**src/rtl/mips_datapath_memory_stage_pkg.sv**
```systemverilog
// Memory-stage shared definitions.
// - Memory_Control_T: control bundle handed to the byte-addressed memory.
// - mem_state_e: stage FSM encoding (RUN / FAULT).
// - mem_req_t / mem_rsp_t: contents of the A (request) and B (result) registers.
// - be_size(): access width in bytes for a ByteEnable code.
package mips_datapath_memory_stage_pkg;

  typedef enum logic [1:0] {BE_NONE, BE_BYTE, BE_HALF, BE_WORD} byte_en_e;
  typedef enum logic       {EXT_UNSIGNED, EXT_SIGNED}            byte_ext_e;

  typedef struct packed {
    logic      WriteEnable;
    byte_en_e  ByteEnable;
    byte_ext_e ByteExtend;
  } Memory_Control_T;

  typedef enum logic {ST_RUN, ST_FAULT} mem_state_e;

  typedef struct packed {
    Memory_Control_T ctrl;
    logic [31:0]     addr;
    logic [31:0]     data;
    logic [4:0]      rd;
  } mem_req_t;

  typedef struct packed {
    logic [31:0] data;
    logic [4:0]  rd;
    logic        exc;
  } mem_rsp_t;

  function automatic logic [2:0] be_size(byte_en_e be);
    case (be)
      BE_BYTE: be_size = 3'd1;
      BE_HALF: be_size = 3'd2;
      BE_WORD: be_size = 3'd4;
      default: be_size = 3'd0;
    endcase
  endfunction

endpackage

```
**src/rtl/mips_datapath_memory_stage_if.sv**
```systemverilog
// Bus bundle for the Memory stage: Execute-side request handshake, the
// memory port, Writeback-side result handshake and the pipeline flush.
// - master: the stage itself.
// - slave : the surrounding datapath (Execute, memory, Writeback, hazard unit).
interface mips_datapath_memory_stage_if
  import mips_datapath_memory_stage_pkg::*;
#(parameter int ADDR_L = 64);
  localparam int ADDR_W = $clog2(ADDR_L);

  logic              in_valid;
  logic              in_ready;
  Memory_Control_T   in_control;
  logic [31:0]       in_addr;
  logic [31:0]       in_data;
  logic [4:0]        in_rd;
  Memory_Control_T   mem_control;
  logic [ADDR_W-1:0] mem_addr;
  logic [31:0]       mem_data;
  logic [31:0]       mem_out;
  logic              out_valid;
  logic              out_ready;
  logic [31:0]       out_data;
  logic [4:0]        out_rd;
  logic              out_exc;
  logic              flush;

  modport master (
    input  in_valid, in_control, in_addr, in_data, in_rd, mem_out, out_ready, flush,
    output in_ready, mem_control, mem_addr, mem_data, out_valid, out_data, out_rd, out_exc
  );

  modport slave (
    output in_valid, in_control, in_addr, in_data, in_rd, mem_out, out_ready, flush,
    input  in_ready, mem_control, mem_addr, mem_data, out_valid, out_data, out_rd, out_exc
  );
endinterface

```
**src/rtl/mips_datapath_memory_stage_align.sv**
```systemverilog
// Combinational alignment / range check for one memory access.
// - be_i    : access width (None never faults).
// - addr_i  : byte address.
// - fault_o : misaligned Half/Word, or last byte at/after ADDR_L.
module mips_datapath_memory_align
  import mips_datapath_memory_stage_pkg::*;
#(parameter int ADDR_L = 64) (
  input  byte_en_e    be_i,
  input  logic [31:0] addr_i,
  output logic        fault_o
);
  logic [32:0] last;
  logic        over;

  // 33-bit sum so addresses near 2^32 cannot wrap back into range.
  assign last = {1'b0, addr_i} + {30'd0, be_size(be_i)} - 33'd1;
  assign over = (last >= 33'(ADDR_L));

  always_comb begin
    fault_o = 1'b0;
    case (be_i)
      BE_BYTE: fault_o = over;
      BE_HALF: fault_o = addr_i[0] | over;
      BE_WORD: fault_o = (|addr_i[1:0]) | over;
      default: fault_o = 1'b0;
    endcase
  end
endmodule

```
**src/rtl/mips_datapath_memory_stage.sv**
```systemverilog
// MIPS datapath Memory stage: two-register pipeline (A drives the memory,
// B holds the result for Writeback) with valid/ready on both sides.
// - Clock / Reset : clock, asynchronous active-low reset.
// - bus (master)  : request in, memory port out, result out, flush in.
// A faulting access is turned into a no-op with out_exc=1 and the stage
// stops accepting until flushed.
module mips_datapath_memory_stage
  import mips_datapath_memory_stage_pkg::*;
#(parameter int ADDR_L = 64) (
  input logic                           Clock,
  input logic                           Reset,
  mips_datapath_memory_stage_if.master  bus
);
  localparam int ADDR_W = $clog2(ADDR_L);

  mem_state_e      state_q, state_d;
  logic            a_vld_q, a_vld_d, b_vld_q, b_vld_d;
  mem_req_t        a_q, a_d;
  mem_rsp_t        b_q, b_d;
  logic            a_adv, accept, fault;
  Memory_Control_T mctl;

  mips_datapath_memory_align #(.ADDR_L(ADDR_L)) u_align (
    .be_i    (a_q.ctrl.ByteEnable),
    .addr_i  (a_q.addr),
    .fault_o (fault)
  );

  assign a_adv        = a_vld_q & (~b_vld_q | bus.out_ready);
  assign bus.in_ready = (state_q == ST_RUN) & (~a_vld_q | a_adv) & ~bus.flush;
  assign accept       = bus.in_valid & bus.in_ready;

  // The write strobe is only raised in the advancing cycle, so a store
  // stalled in A writes once, when it finally leaves.
  always_comb begin
    mctl = '{WriteEnable: 1'b0, ByteEnable: BE_NONE, ByteExtend: EXT_UNSIGNED};
    if (a_vld_q) begin
      mctl.ByteExtend = a_q.ctrl.ByteExtend;
      if (!fault) mctl.ByteEnable = a_q.ctrl.ByteEnable;
      mctl.WriteEnable = a_q.ctrl.WriteEnable & (a_q.ctrl.ByteEnable != BE_NONE)
                       & a_adv & ~fault & ~bus.flush;
    end
  end

  assign bus.mem_control = mctl;
  assign bus.mem_addr    = a_q.addr[ADDR_W-1:0];
  assign bus.mem_data    = a_q.data;
  assign bus.out_valid   = b_vld_q;
  assign bus.out_data    = b_q.data;
  assign bus.out_rd      = b_q.rd;
  assign bus.out_exc     = b_q.exc;

  always_comb begin
    state_d = state_q;
    a_vld_d = a_vld_q;
    a_d     = a_q;
    b_vld_d = b_vld_q;
    b_d     = b_q;
    if (bus.flush) begin
      a_vld_d = 1'b0;
      b_vld_d = 1'b0;
      state_d = ST_RUN;
    end else begin
      if (a_adv) begin
        b_vld_d  = 1'b1;
        b_d.data = (a_q.ctrl.WriteEnable || fault || a_q.ctrl.ByteEnable == BE_NONE)
                   ? 32'd0 : bus.mem_out;
        b_d.rd   = a_q.rd;
        b_d.exc  = fault;
        a_vld_d  = 1'b0;
        if (fault) state_d = ST_FAULT;
      end else if (bus.out_ready) begin
        b_vld_d = 1'b0;
      end
      if (accept) begin
        a_vld_d = 1'b1;
        a_d     = '{ctrl: bus.in_control, addr: bus.in_addr, data: bus.in_data, rd: bus.in_rd};
      end
    end
  end

  always_ff @(posedge Clock or negedge Reset) begin
    if (!Reset) begin
      state_q <= ST_RUN;
      a_vld_q <= 1'b0;
      b_vld_q <= 1'b0;
      a_q     <= '0;
      b_q     <= '0;
    end else begin
      state_q <= state_d;
      a_vld_q <= a_vld_d;
      b_vld_q <= b_vld_d;
      a_q     <= a_d;
      b_q     <= b_d;
    end
  end
endmodule

```
**src/flat_wrapper.sv**
```systemverilog
// flat-port wrapper written by rule: the top's interface ports become plain ports
module mips_datapath_memory_stage_flat import mips_datapath_memory_stage_pkg::*;
#(parameter int ADDR_L = 64)
  (Clock, Reset, bus_in_valid, bus_in_control, bus_in_addr, bus_in_data, bus_in_rd, bus_mem_out, bus_out_ready, bus_flush, bus_in_ready, bus_mem_control, bus_mem_addr, bus_mem_data, bus_out_valid, bus_out_data, bus_out_rd, bus_out_exc);
  mips_datapath_memory_stage_if #(.ADDR_L(ADDR_L)) bus_i ();
  input logic Clock;
  input logic Reset;
  input wire logic [$bits(bus_i.in_valid)-1:0] bus_in_valid;
  input wire logic [$bits(bus_i.in_control)-1:0] bus_in_control;
  input wire logic [$bits(bus_i.in_addr)-1:0] bus_in_addr;
  input wire logic [$bits(bus_i.in_data)-1:0] bus_in_data;
  input wire logic [$bits(bus_i.in_rd)-1:0] bus_in_rd;
  input wire logic [$bits(bus_i.mem_out)-1:0] bus_mem_out;
  input wire logic [$bits(bus_i.out_ready)-1:0] bus_out_ready;
  input wire logic [$bits(bus_i.flush)-1:0] bus_flush;
  output wire logic [$bits(bus_i.in_ready)-1:0] bus_in_ready;
  output wire logic [$bits(bus_i.mem_control)-1:0] bus_mem_control;
  output wire logic [$bits(bus_i.mem_addr)-1:0] bus_mem_addr;
  output wire logic [$bits(bus_i.mem_data)-1:0] bus_mem_data;
  output wire logic [$bits(bus_i.out_valid)-1:0] bus_out_valid;
  output wire logic [$bits(bus_i.out_data)-1:0] bus_out_data;
  output wire logic [$bits(bus_i.out_rd)-1:0] bus_out_rd;
  output wire logic [$bits(bus_i.out_exc)-1:0] bus_out_exc;
  assign bus_i.in_valid = bus_in_valid;
  assign bus_i.in_control = bus_in_control;
  assign bus_i.in_addr = bus_in_addr;
  assign bus_i.in_data = bus_in_data;
  assign bus_i.in_rd = bus_in_rd;
  assign bus_i.mem_out = bus_mem_out;
  assign bus_i.out_ready = bus_out_ready;
  assign bus_i.flush = bus_flush;
  assign bus_in_ready = bus_i.in_ready;
  assign bus_mem_control = bus_i.mem_control;
  assign bus_mem_addr = bus_i.mem_addr;
  assign bus_mem_data = bus_i.mem_data;
  assign bus_out_valid = bus_i.out_valid;
  assign bus_out_data = bus_i.out_data;
  assign bus_out_rd = bus_i.out_rd;
  assign bus_out_exc = bus_i.out_exc;
  mips_datapath_memory_stage #(.ADDR_L(ADDR_L)) u_core (.Clock(Clock), .Reset(Reset), .bus(bus_i));
endmodule
```
**config.mk**
```make
export PLATFORM = sky130hd
export DESIGN_NAME = mips_datapath_memory_stage_flat
export DESIGN_NICKNAME = d
export VERILOG_FILES = /design/src/rtl/mips_datapath_memory_stage_pkg.sv /design/src/rtl/mips_datapath_memory_stage_if.sv /design/src/rtl/mips_datapath_memory_stage_align.sv /design/src/rtl/mips_datapath_memory_stage.sv /design/src/flat_wrapper.sv
export SDC_FILE = /design/constraint.sdc
export NUM_CORES = 1
export LEC_CHECK = 0
export BUFFER_PORTS_ARGS = -buffer_cell sky130_fd_sc_hd__buf_2
export CORE_MARGIN = 4
export CORE_UTILIZATION = 45
export CTS_CLUSTER_DIAMETER = 50
export DETAILED_ROUTE_END_ITERATION = 12
export PLACE_DENSITY = 0.76
export SLEW_MARGIN = 20
export SYNTH_ARGS = -nofsm -noshare
export SYNTH_HDL_FRONTEND = slang
export SYNTH_SLANG_ARGS = --single-unit
```
**constraint.sdc**
```tcl
create_clock -name Clock -period 7.3 [get_ports Clock]
set_clock_uncertainty 0.2 [all_clocks]
set_input_delay 0.365 -clock Clock [delete_from_list [all_inputs] [get_ports Clock]]
set_output_delay 0.365 -clock Clock [all_outputs]
set_load 0.02 [all_outputs]
```
# Yosys cells after proc, flatten, opt, wreduce, memory -nomap -nowiden
# Cells that the tools add are included.
# op_classes
muxes	14
bitwise_logic	17
n_reduce_logical	12
n_lt_le_gt_ge	1
add_sub_neg	2
eq_ne	3
# ops
operator	n
adder 32 x 3 -> 33 bit	1
greater-or-equal comparator 33 x 7 -> 1 bit, second input constant	1
subtractor 33 x 1 -> 33 bit, second input constant	1
two-way mux 32 bit	1
two-way mux 1 bit	9
one-hot mux 3 bit (3 select lines)	1
bitwise AND 1 bit	8
AND reduction 2 bit	3
nonzero test 2 bit	3
nonzero test 3 bit	2
NOT 1 bit	5
== test 2 bit, second input constant	2
two-way mux 4 bit	1
bitwise OR 1 bit	4
one-hot mux 1 bit (3 select lines)	1
== test 2 x 1 -> 1 bit, second input constant	1
zero test 2 bit	1
logical OR 1 bit	2
two-way mux 2 bit	1
OR reduction 2 bit	1
# word_totals
wordCells	61
in_bits	110
register_bits	114
out_inout_bits	82

# Logic depth before layout (Yosys ltp)
# Gate-level depths: netlist of run 1.
# logic_depth
ltp_word	11
ltp_mapped	17
ltp_nobuf	16

# Modules after synthesis
# Synthesis of run 1 repeated with hierarchy kept, for this count alone.
# hier_totals
cells_unflattened	637
area_unflattened_um2	6871.6
# modules_own_cells
module	cells_each	instances	area_each_um2	seq_area_each_um2
mips_datapath_memory_stage	300	1	4595.7	2852.7
mips_datapath_memory_align	337	1	2275.9	0.0

# Worst setup path after synthesis of run 1
# No wires, ideal clock.
# synth_timing
kind	register to output
from	register u_core.a_q[70] (netlist name)
to	output port bus_mem_control[3]
t_arrival_ns	3.836
n_path_buf	0
t_required_ns	6.735
setup_slack_ns	2.899
stages_incl_launch_ff	17
path_cell_list	dfrtp_1 > inv_1 > nand2_1 > ha_1 > inv_1 > ha_1 > inv_1 > fa_1 > nand2b_1 > a21oi_1 > o211a_1 > o21ai_2 > and3_1 > or4_1 > nor4_1 > nand4_1 > nor4_1
# synth_via
elab_chain_len	11
word_cells_on_any_way	17
cone_classes	2 x add/sub; 1 x order compare; 3 x eq/ne; 3 x mux; 7 x bitwise; 1 x reduce/logical
# synth_rtl
item	line	source
start: declaration	mips_datapath_memory_stage.sv:18	mem_req_t a_q, a_d;
start signal: assignment	mips_datapath_memory_stage.sv:87	a_q <= '0;
start signal: assignment	mips_datapath_memory_stage.sv:93	a_q <= a_d;
== test 2 bit or == test 2 x 1 -> 1 bit (tied branches)	mips_datapath_memory_stage_pkg.sv:33, mips_datapath_memory_stage_align.sv:21	
one-hot mux 3 bit (3 select lines)	mips_datapath_memory_stage_pkg.sv:33	case (be)
adder 32 x 3 -> 33 bit	mips_datapath_memory_stage_align.sv:16	assign last = {1'b0, addr_i} + {30'd0, be_size(be_i)} - 33'd1;
subtractor 33 x 1 -> 33 bit	mips_datapath_memory_stage_align.sv:16	
greater-or-equal comparator 33 x 7 -> 1 bit	mips_datapath_memory_stage_align.sv:17	assign over = (last >= 33'(ADDR_L));
bitwise OR 1 bit, on equally long branches	mips_datapath_memory_stage_align.sv:24, mips_datapath_memory_stage_align.sv:23	
one-hot mux 1 bit (3 select lines)	mips_datapath_memory_stage_align.sv:21	case (be_i)
NOT 1 bit	mips_datapath_memory_stage.sv:41	& a_adv & ~fault & ~bus.flush;
bitwise AND 1 bit (*) (2 in series)	mips_datapath_memory_stage.sv:41	
two-way mux 4 bit (*)	mips_datapath_memory_stage.sv:37	if (a_vld_q) begin
end: declaration	flat_wrapper.sv:17	output wire logic [$bits(bus_i.mem_control)-1:0] bus_mem_control;
# Mark *: on every way between the ends. The rest lies on a longest branch, timed or not.

# Worst setup path after layout of run 1
# Same ends and word-level chain as after synthesis.

==> results of run 1 <==
[critical path, stage by stage (launching register included)]
cell and delay, ns:
dfrtp_1 0.41, inv_1 0.11, nand2_1 0.06, ha_1 0.27, inv_1 0.06, ha_1 0.16
inv_1 0.05, fa_1 0.38, nand2b_1 0.17, a21oi_1 0.32, o211a_1 0.31, o21ai_2 0.14
and3_1 0.19, or4_1 0.51, nor4_1 0.20, nand4_1 0.19, nor4_1 0.26, buf_2 0.24
[synth_stat cells, types with 5 or more instances]
cell / number / area share (%)
a211oi_1: 5 / 0.49
a21o_1: 11 / 1.1
a21oi_1: 39 / 2.5
buf_2: 14 / 0.91
buf_4: 38 / 3.7
buf_6: 6 / 0.87
clkbuf_1: 24 / 1.2
dfrtp_1: 114 / 37
ha_1: 34 / 5.5
inv_1: 50 / 2.4
mux2_2: 78 / 11
nand2_1: 79 / 3.8
nand2b_1: 11 / 0.89
nand3_1: 44 / 2.9
nand4_1: 9 / 0.73
nor2_1: 27 / 1.3
nor2b_1: 7 / 0.57
nor3_1: 14 / 0.91
nor3b_1: 34 / 3.3
nor4_1: 9 / 0.73
o2111ai_1: 6 / 0.68
o211ai_1: 9 / 0.87
o21a_1: 7 / 0.68
o21ai_0: 27 / 1.7
o21ai_1: 7 / 0.45
o21ai_2: 31 / 3.5
or3_1: 7 / 0.57
or4_1: 6 / 0.58
xnor2_1: 7 / 0.79
[worst min-delay path by stage]
| stage | start | endpoint | slack, ns | depth (start not counted) |
|---|---|---|---|---|
| 3_5_place_dp | Reset | u_core.bus.mem_data[23] | 0.15 | 1 |
| 4_1_cts | bus_in_data[22] | u_core.bus.mem_data[22] | 0.001 | 2 |
| 2_1_floorplan | Reset | u_core.a_q[0] | -0.13 | 0 |
| 3_3_place_gp | Reset | u_core.bus.mem_data[23] | 0.14 | 1 |
| 5_1_grt | bus_in_addr[16] | u_core.a_q[53] | 0.005 | 2 |
| 6_report | bus_in_addr[16] | u_core.a_q[53] | 0.02 | 2 |
[area by class of cell]
type                            instances  area [um2]
Clock buffer                           23         508
Clock inverter                          8         148
Fill cell                            1376        6800
Inverter                               50         188
Multi-Input combinational cell        576        4190
Sequential cell                       114        2850
Tap cell                              220         275
Timing Repair Buffer                  270        1740
[per-stage QoR]
step	total power, W	utilization [%]	cells
after floorplan	0.00193	-	822
after global placement	0.00224	50.9	1156
after detailed placement	0.00225	50.9	1156
after CTS	0.00321	59.2	1260
after global routing	0.00344	59.3	1261
final	0.00324	59.3	1261
[routing by layer]
metal / track usage, % / vias to the layer above
met5: 0 / -
met4: 11.2 / 0
met3: 7.28 / 60
met2: 40.3 / 335
met1: 27.1 / 3400
li1: - / 3341
[cells by family (layout without fill, tap and decap cells)]
logic type               count (synthesis)  in the layout
AND/OR/NAND/NOR                        270            270
AO/OA/AOI/OAI                          181            181
buffers and inverters                  132            351
flip-flops                             114            114
multiplexers                            80             80
adder cells (fa/ha/maj)                 35             35
XOR/XNOR                                10             10
[layout by cell type, fill, tap and decap left out, types with 9 or more instances in the layout]
cell type      count
o21ai_2           31
a21o_1            10
nor3b_1           34
nand2b_1          11
nor3_1            14
o21ai_0           27
buf_2            190
dfrtp_1          114
inv_1             50
mux2_2            78
nor2_1            27
o211ai_1           9
dlygate4sd3_1     74
nand3_1           44
nand4_1            9
nand2_1           78
a21oi_1           39
nor4_1             9
clkbuf_16         17
ha_1              34
[sequential cells by signal (all words and copies together) (netlist names)]
name                  count
u_core.bus.out_rd         5
u_core.bus.out_valid      1
u_core.bus.mem_addr       6
u_core.a_vld_q            1
u_core.bus.out_exc        1
u_core.bus.mem_data      32
u_core.bus.out_data      32
u_core.state_q            1
u_core.a_q               35
[report_power, final]
group | internal (W) | total (W) | leakage, nW | switching [W]
Clock | 0.000624 | 0.000925 | 0.325 | 0.000301
Sequential | 0.000733 | 0.000807 | 1.41 | 0.0000740
Combinational | 0.000566 | 0.00151 | 2.82 | 0.000945
==> results by group, run 1 <==
Status
  – Run status: complete, no violations

Place
  – Hpwl dp: 15,400 um
  – Placed Area: 8500 um2
  – Gpl congestion: 0.970
  – Pre-CTS WS: 2.63 ns
  – IO buf count: 191

Synth
  – Synth Area in XOR/XNOR: 1.13%
  – Post-synth EDFFs: 0
  – Distinct cells, synth: 64
  – Mux cell area share after synthesis: 11.6%
  – Synth Area in Adders: 5.77%
  – Synthesis-stage register bit count: 114
  – Ys async rst share: 100%
  – Seq/Total Area, Yosys: 36.9%
  – Compound-Gate Fraction of Synth Area: 16.6%
  – Syn. warnings: 0
  – Avg Inst Size Synth: 9.40 um2
  – Synth Instances: 822
  – Post-Syn Nets: 967
  – Most used flip-flop cell after synthesis: dfrtp_1
  – Mapped cell area: 7730 um2
  – Simple-gate share of the synthesized area: 18.9%
  – Main combinational cell family by area after synthesis: simple AND/OR/NAND/NOR gates

Timing
  – Fin. Hold Viols: 0
  – Slew HR: 30.1%
  – Actual slew at the worst max-slew pin: 1.05 ns
  – Fmax: 199 MHz
  – Unrepaired setup endpoints after global routing: no
  – Final setup viols: 0
  – Tmin final: 5.02 ns
  – Final hold slack: 0.0200 ns
  – Final period utilization: 68.8%
  – Setup total negative slack: 0 ns
  – Worst setup margin: 2.28 ns
  – Final Max Slew Viols: 0

Drt
  – Drt via density: 5.66
  – DRT iter0 DRCs: 560
  – Drt pass-1 iters: 7
  – Remaining DRCs: 0
  – Routed len/inst: 18.2 um
  – Metal-1 WL: 8760 um
  – ANT nets after route: 0
  – Top Layer Used: met4
  – DR vias: 7,136
  – Met3 wire length: 1810 um
  – Routed wire length: 22,900 um
  – Met2 WL: 11,500 um

Critical path
  – Worst Setup SP: u_core.a_q[70]
  – Worst path arrival time: 4.46 ns
  – Req. time, crit path: 6.73 ns
  – Worst R2R Path Depth: 16
  – Worst setup path class: reg -> out
  – CP endpoint kind: output port
  – R2r startpoint: u_core.a_q[70]
  – Crit-path max FO: 5
  – Reg2reg setup slack: 2.66 ns
  – Setup crit end: bus_mem_control[3]
  – Crit path launch type: flop
  – Worst R2R End: u_core.bus.out_exc

Die
  – Starting Density: 46.3%
  – Num ports: 192
  – Core Rows: 47
  – Die area: 19,300 um2
  – Core area: 16,700 um2
  – DIE HEIGHT: 139 um
  – DIE WIDTH: 139 um

Power and ir drop
  – Power Density: 328 nW/um2
  – Lkg Pwr: 4.56 nW
  – Worst IR Drop VDD: 0.183 mV

CTS
  – Worst-Skew Late Latency: 0.42 ns
  – Post-CTS Setup Bufs: 0
  – Post-CTS sizing: 0
  – CTS clk-pin slew, worst paths: 0.06 ns
  – CTS tree: built
  – Clock buffer depth: 2
  – Root buffer cell: clkbuf_16
  – Number of clock sinks: 114
  – Post-CTS Hold Fix Bufs: 73
  – TritonCTS Buffers: 17
  – Max H-tree Level: 4

Global route
  – First-pass GRT wire length: 37,400 um
  – Initial antenna violation count: 0
  – Gr usage total: 23.7%
  – Overflow after GRT: 0
  – Largest net degree at the start of global routing: 83
  – Vias in the first global route: 7,406

Job
  – Max_cap viols: 0

Min path
  – Worst Hold Class: in -> reg

Final layout
  – Area added between synthesis and finish: 28.1%
  – Share of cells above drive strength 1: 33.8%
  – Final net count: 1,174
  – Fin area: 9900 um2
  – Diodes inserted: 0
No activity file was read; power rests on OpenSTA's default activity.
==> run 2: changes to the inputs <==
--- a/config.mk
+++ b/config.mk
@@ -10,7 +10,7 @@
 export CORE_UTILIZATION = 45
 export CTS_CLUSTER_DIAMETER = 50
 export DETAILED_ROUTE_END_ITERATION = 12
-export PLACE_DENSITY = 0.76
+export PLACE_DENSITY = 0.79
 export SLEW_MARGIN = 20
 export SYNTH_ARGS = -nofsm -noshare
 export SYNTH_HDL_FRONTEND = slang
==> constraint.sdc (replaced) <==
create_clock -name Clock -period 4.6 [get_ports Clock]
set_clock_uncertainty 0.2 [all_clocks]
set_input_delay 0.23 -clock Clock [delete_from_list [all_inputs] [get_ports Clock]]
set_output_delay 0.23 -clock Clock [all_outputs]
set_load 0.02 [all_outputs]
==> run 2 against run 1 <==
Net effect: combinational power is 72% higher; highest routed layer unchanged; largest power group unchanged; clock power rose by 41%; sequential power up 61%; first-iteration DRC count rose by 1.3%.
==> results by group, run 2 (synthesis results as in run 1) <==
Final layout
  – Diodes inserted: 0 (unchanged)
  – Multi-input logic area: 4330 um2 (+3.3%)
  – Top reg by flops: u_core.a_q
  – Commonest non-fill, non-tap cells in the layout: 188 x buf_2, 114 x dfrtp_1, 97 x dlygate4sd3_1
  – Commonest non-fill, non-tap cell in the layout: buf_2
  – Final net count: 1,211 (+3.2%)
  – Share of cells above drive strength 1: 35.8% (+2.0 points)
  – Area added between synthesis and finish: 33.5%
  – Fill cells: 1,300 (-5.5%)
  – Fin area: 10,300 um2 (+4.2%)
  – Register Area: 2850 um2 (unchanged)
  – Max reg flops: 35 (unchanged)

Timing
  – Setup total negative slack: 0 ns (unchanged)
  – Fin. Hold Viols: 0 (unchanged)
  – Final Max Slew Viols: 0 (unchanged)
  – Unrepaired setup endpoints after global routing: yes
  – Final hold slack: 0.0158 ns (-0.00421 ns)
  – Fmax: 224 MHz
  – Final setup viols: 0 (unchanged)
  – Slew HR: 31.5% (+1.4 points)
  – Actual slew at the worst max-slew pin: 1.03 ns (-0.0204 ns)
  – Worst setup margin: 0.134 ns (-2.14 ns)
  – Tmin final: 4.47 ns
  – Final period utilization: 97.1%

Critical path
  – Most common cell on crit path: inv_2
  – Worst Setup SP: u_core.a_q[70]
  – Largest stage delay on the critical path: 0.54 ns (+0.03 ns)
  – Crit-path max FO: 4 (-1)
  – Number of stages on the worst setup path: 17 (unchanged)
  – Worst R2R End: u_core.bus.out_exc
  – CP bufs+invs: 4 (unchanged)
  – Worst setup path class: reg -> out
  – Worst R2R Path Depth: 19 (+3)
  – Reg2reg setup slack: 0.25 ns (-2.41 ns)
  – Setup crit end: bus_mem_control[3]
  – Req. time, crit path: 4.17 ns (-2.56 ns)
  – CP endpoint kind: output port
  – Crit path max-delay family: simple AND/OR/NAND/NOR gates
  – Worst path arrival time: 4.04 ns (-0.42 ns)
  – R2r startpoint: u_core.a_q[70]
  – Crit path launch type: flop
  – Crit-path cells: inv_2, nand2_1, ha_1, inv_1, ha_2, inv_2, fa_2, nand2b_4, a21oi_4, o211a_4, o21ai_4, and3_4, or4_4, nor4_4, nand4_1, nor4_2, buf_4
  – Worst path slowest cell: or4_4

CTS
  – Clock buffer depth: 2 (unchanged)
  – Max H-tree Level: 4 (unchanged)
  – CTS tree: built
  – Worst-Skew Late Latency: 0.42 ns (about the same)
  – CTS clk-pin slew, worst paths: 0.06 ns (about the same)
  – Number of clock sinks: 114 (unchanged)
  – TritonCTS Buffers: 17 (unchanged)
  – Root buffer cell: clkbuf_16

Drt
  – DR vias: 7,505 (+5.2%)
  – Routed wire length: 25,500 um (+11%)
  – Remaining DRCs: 0 (unchanged)
  – ANT nets after route: 0 (unchanged)
  – Drt via density: 5.78 (+2.1%)
  – Routed len/inst: 19.6 um (+7.9%)
  – Drt pass-1 iters: 5 (-2)
  – DRT iter0 DRCs: 567 (+1.3%)

Place
  – Placed Area: 8530 um2 (+0.41%)
  – Pre-CTS WS: 0.238 ns (-2.39 ns)
  – Hpwl dp: 16,000 um (+3.8%)
  – Gpl congestion: 0.932 (-3.9%)
  – IO buf count: 191 (unchanged)

Global route
  – Overflow after GRT: 0 (unchanged)
  – First-pass GRT wire length: 40,800 um (+9.1%)
  – Initial antenna violation count: 0 (unchanged)
  – Gr usage total: 25.9% (+2.2 points)
  – Vias in the first global route: 7,923 (+7.0%)
  – Largest net degree at the start of global routing: 83 (unchanged)

Die
  – Num ports: 192 (unchanged)
  – Core area: 16,700 um2 (unchanged)
  – Die area: 19,300 um2 (unchanged)
  – DIE WIDTH: 139 um (unchanged)
  – Starting Density: 46.3% (unchanged)
  – Core Rows: 47 (unchanged)
  – DIE HEIGHT: 139 um (unchanged)

Power and ir drop
  – Power Density: 503 nW/um2 (+54%)
  – Lkg Pwr: 4.69 nW (+2.9%)
  – Worst IR Drop VDD: 0.307 mV (+68%)

Status
  – Run status: complete, no violations

Job
  – Max_cap viols: 0 (unchanged)

Min path
  – Worst Hold Class: in -> reg
==> run 2: cell count changes in the layout (fill, tap and decap cells not counted), moves of 3 or more <==
cell | before | now
dlygate4sd3_1 | 74 | 97
buf_4 | 5 | 20
clkbuf_8 | 6 | 1
clkinvlp_4 | 0 | 5
nor4_1 | 9 | 6
==> run 2: metrics by stage <==
stage	power [W]	cells	util, %
2_1_floorplan	0.00307	822	-
3_3_place_gp	0.00357	1159	51.1
3_5_place_dp	0.00359	1159	51.1
4_1_cts	0.00502	1294	60.9
5_1_grt	0.00547	1299	61.8
6_report	0.00519	1299	61.8
==> run 2: layout make-up <==
class / instances / share of cell area [%]
Clock buffer: 19 / 4.29
Clock inverter: 13 / 1.31
Inverter: 50 / 1.82
Multi-Input combinational cell: 576 / 42.0
Sequential cell: 114 / 27.7
Tap cell: 220 / 2.67
Timing Repair Buffer: 307 / 20.3
==> run 2: worst min-delay path by stage <==
stage | depth (start not counted) | from | endpoint | slack, ns
final | 4 | bus_mem_out[23] | u_core.bus.out_data[23] | 0.02
after CTS | 4 | bus_mem_out[23] | u_core.bus.out_data[23] | 0.002
after global routing | 4 | bus_mem_out[23] | u_core.bus.out_data[23] | 0.02
after floorplan | 0 | Reset | u_core.a_q[0] | -0.27
after global placement | 2 | bus_flush | u_core.bus.out_valid | 0.24
after detailed placement | 2 | bus_flush | u_core.bus.out_valid | 0.25
==> run 2: per-layer routing <==
metal | wire length [um] | vias up | track usage [%]
met5 | 0 | - | 0
met4 | 1120 | 0 | 12.7
met3 | 1970 | 101 | 6.86
met2 | 13000 | 371 | 46.2
met1 | 9400 | 3617 | 28.5
li1 | - | 3416 | -
==> run 2: worst min-delay path, delay by kind of cell <==
family | cells | cell delay [ns]
and+or+nand+nor | 2 | 0.21
AOI/OAI and AO/OA | 1 | 0.05
buffers and inverters | 1 | 0.10
==> run 2: where the power goes <==
part | switching (W) | internal [W]
combinational | 0.00160 | 0.000988
sequential | 0.000137 | 0.00116
clock | 0.000494 | 0.000808
==> run 2: what timing repair did <==
action	CTS	global route
endpoints found under the setup margin	3	3
hold buffers	97	0
buffers inserted	6	5
endpoints found under the hold margin	177	0
gates resized for setup	12	19
pin swaps	8	12
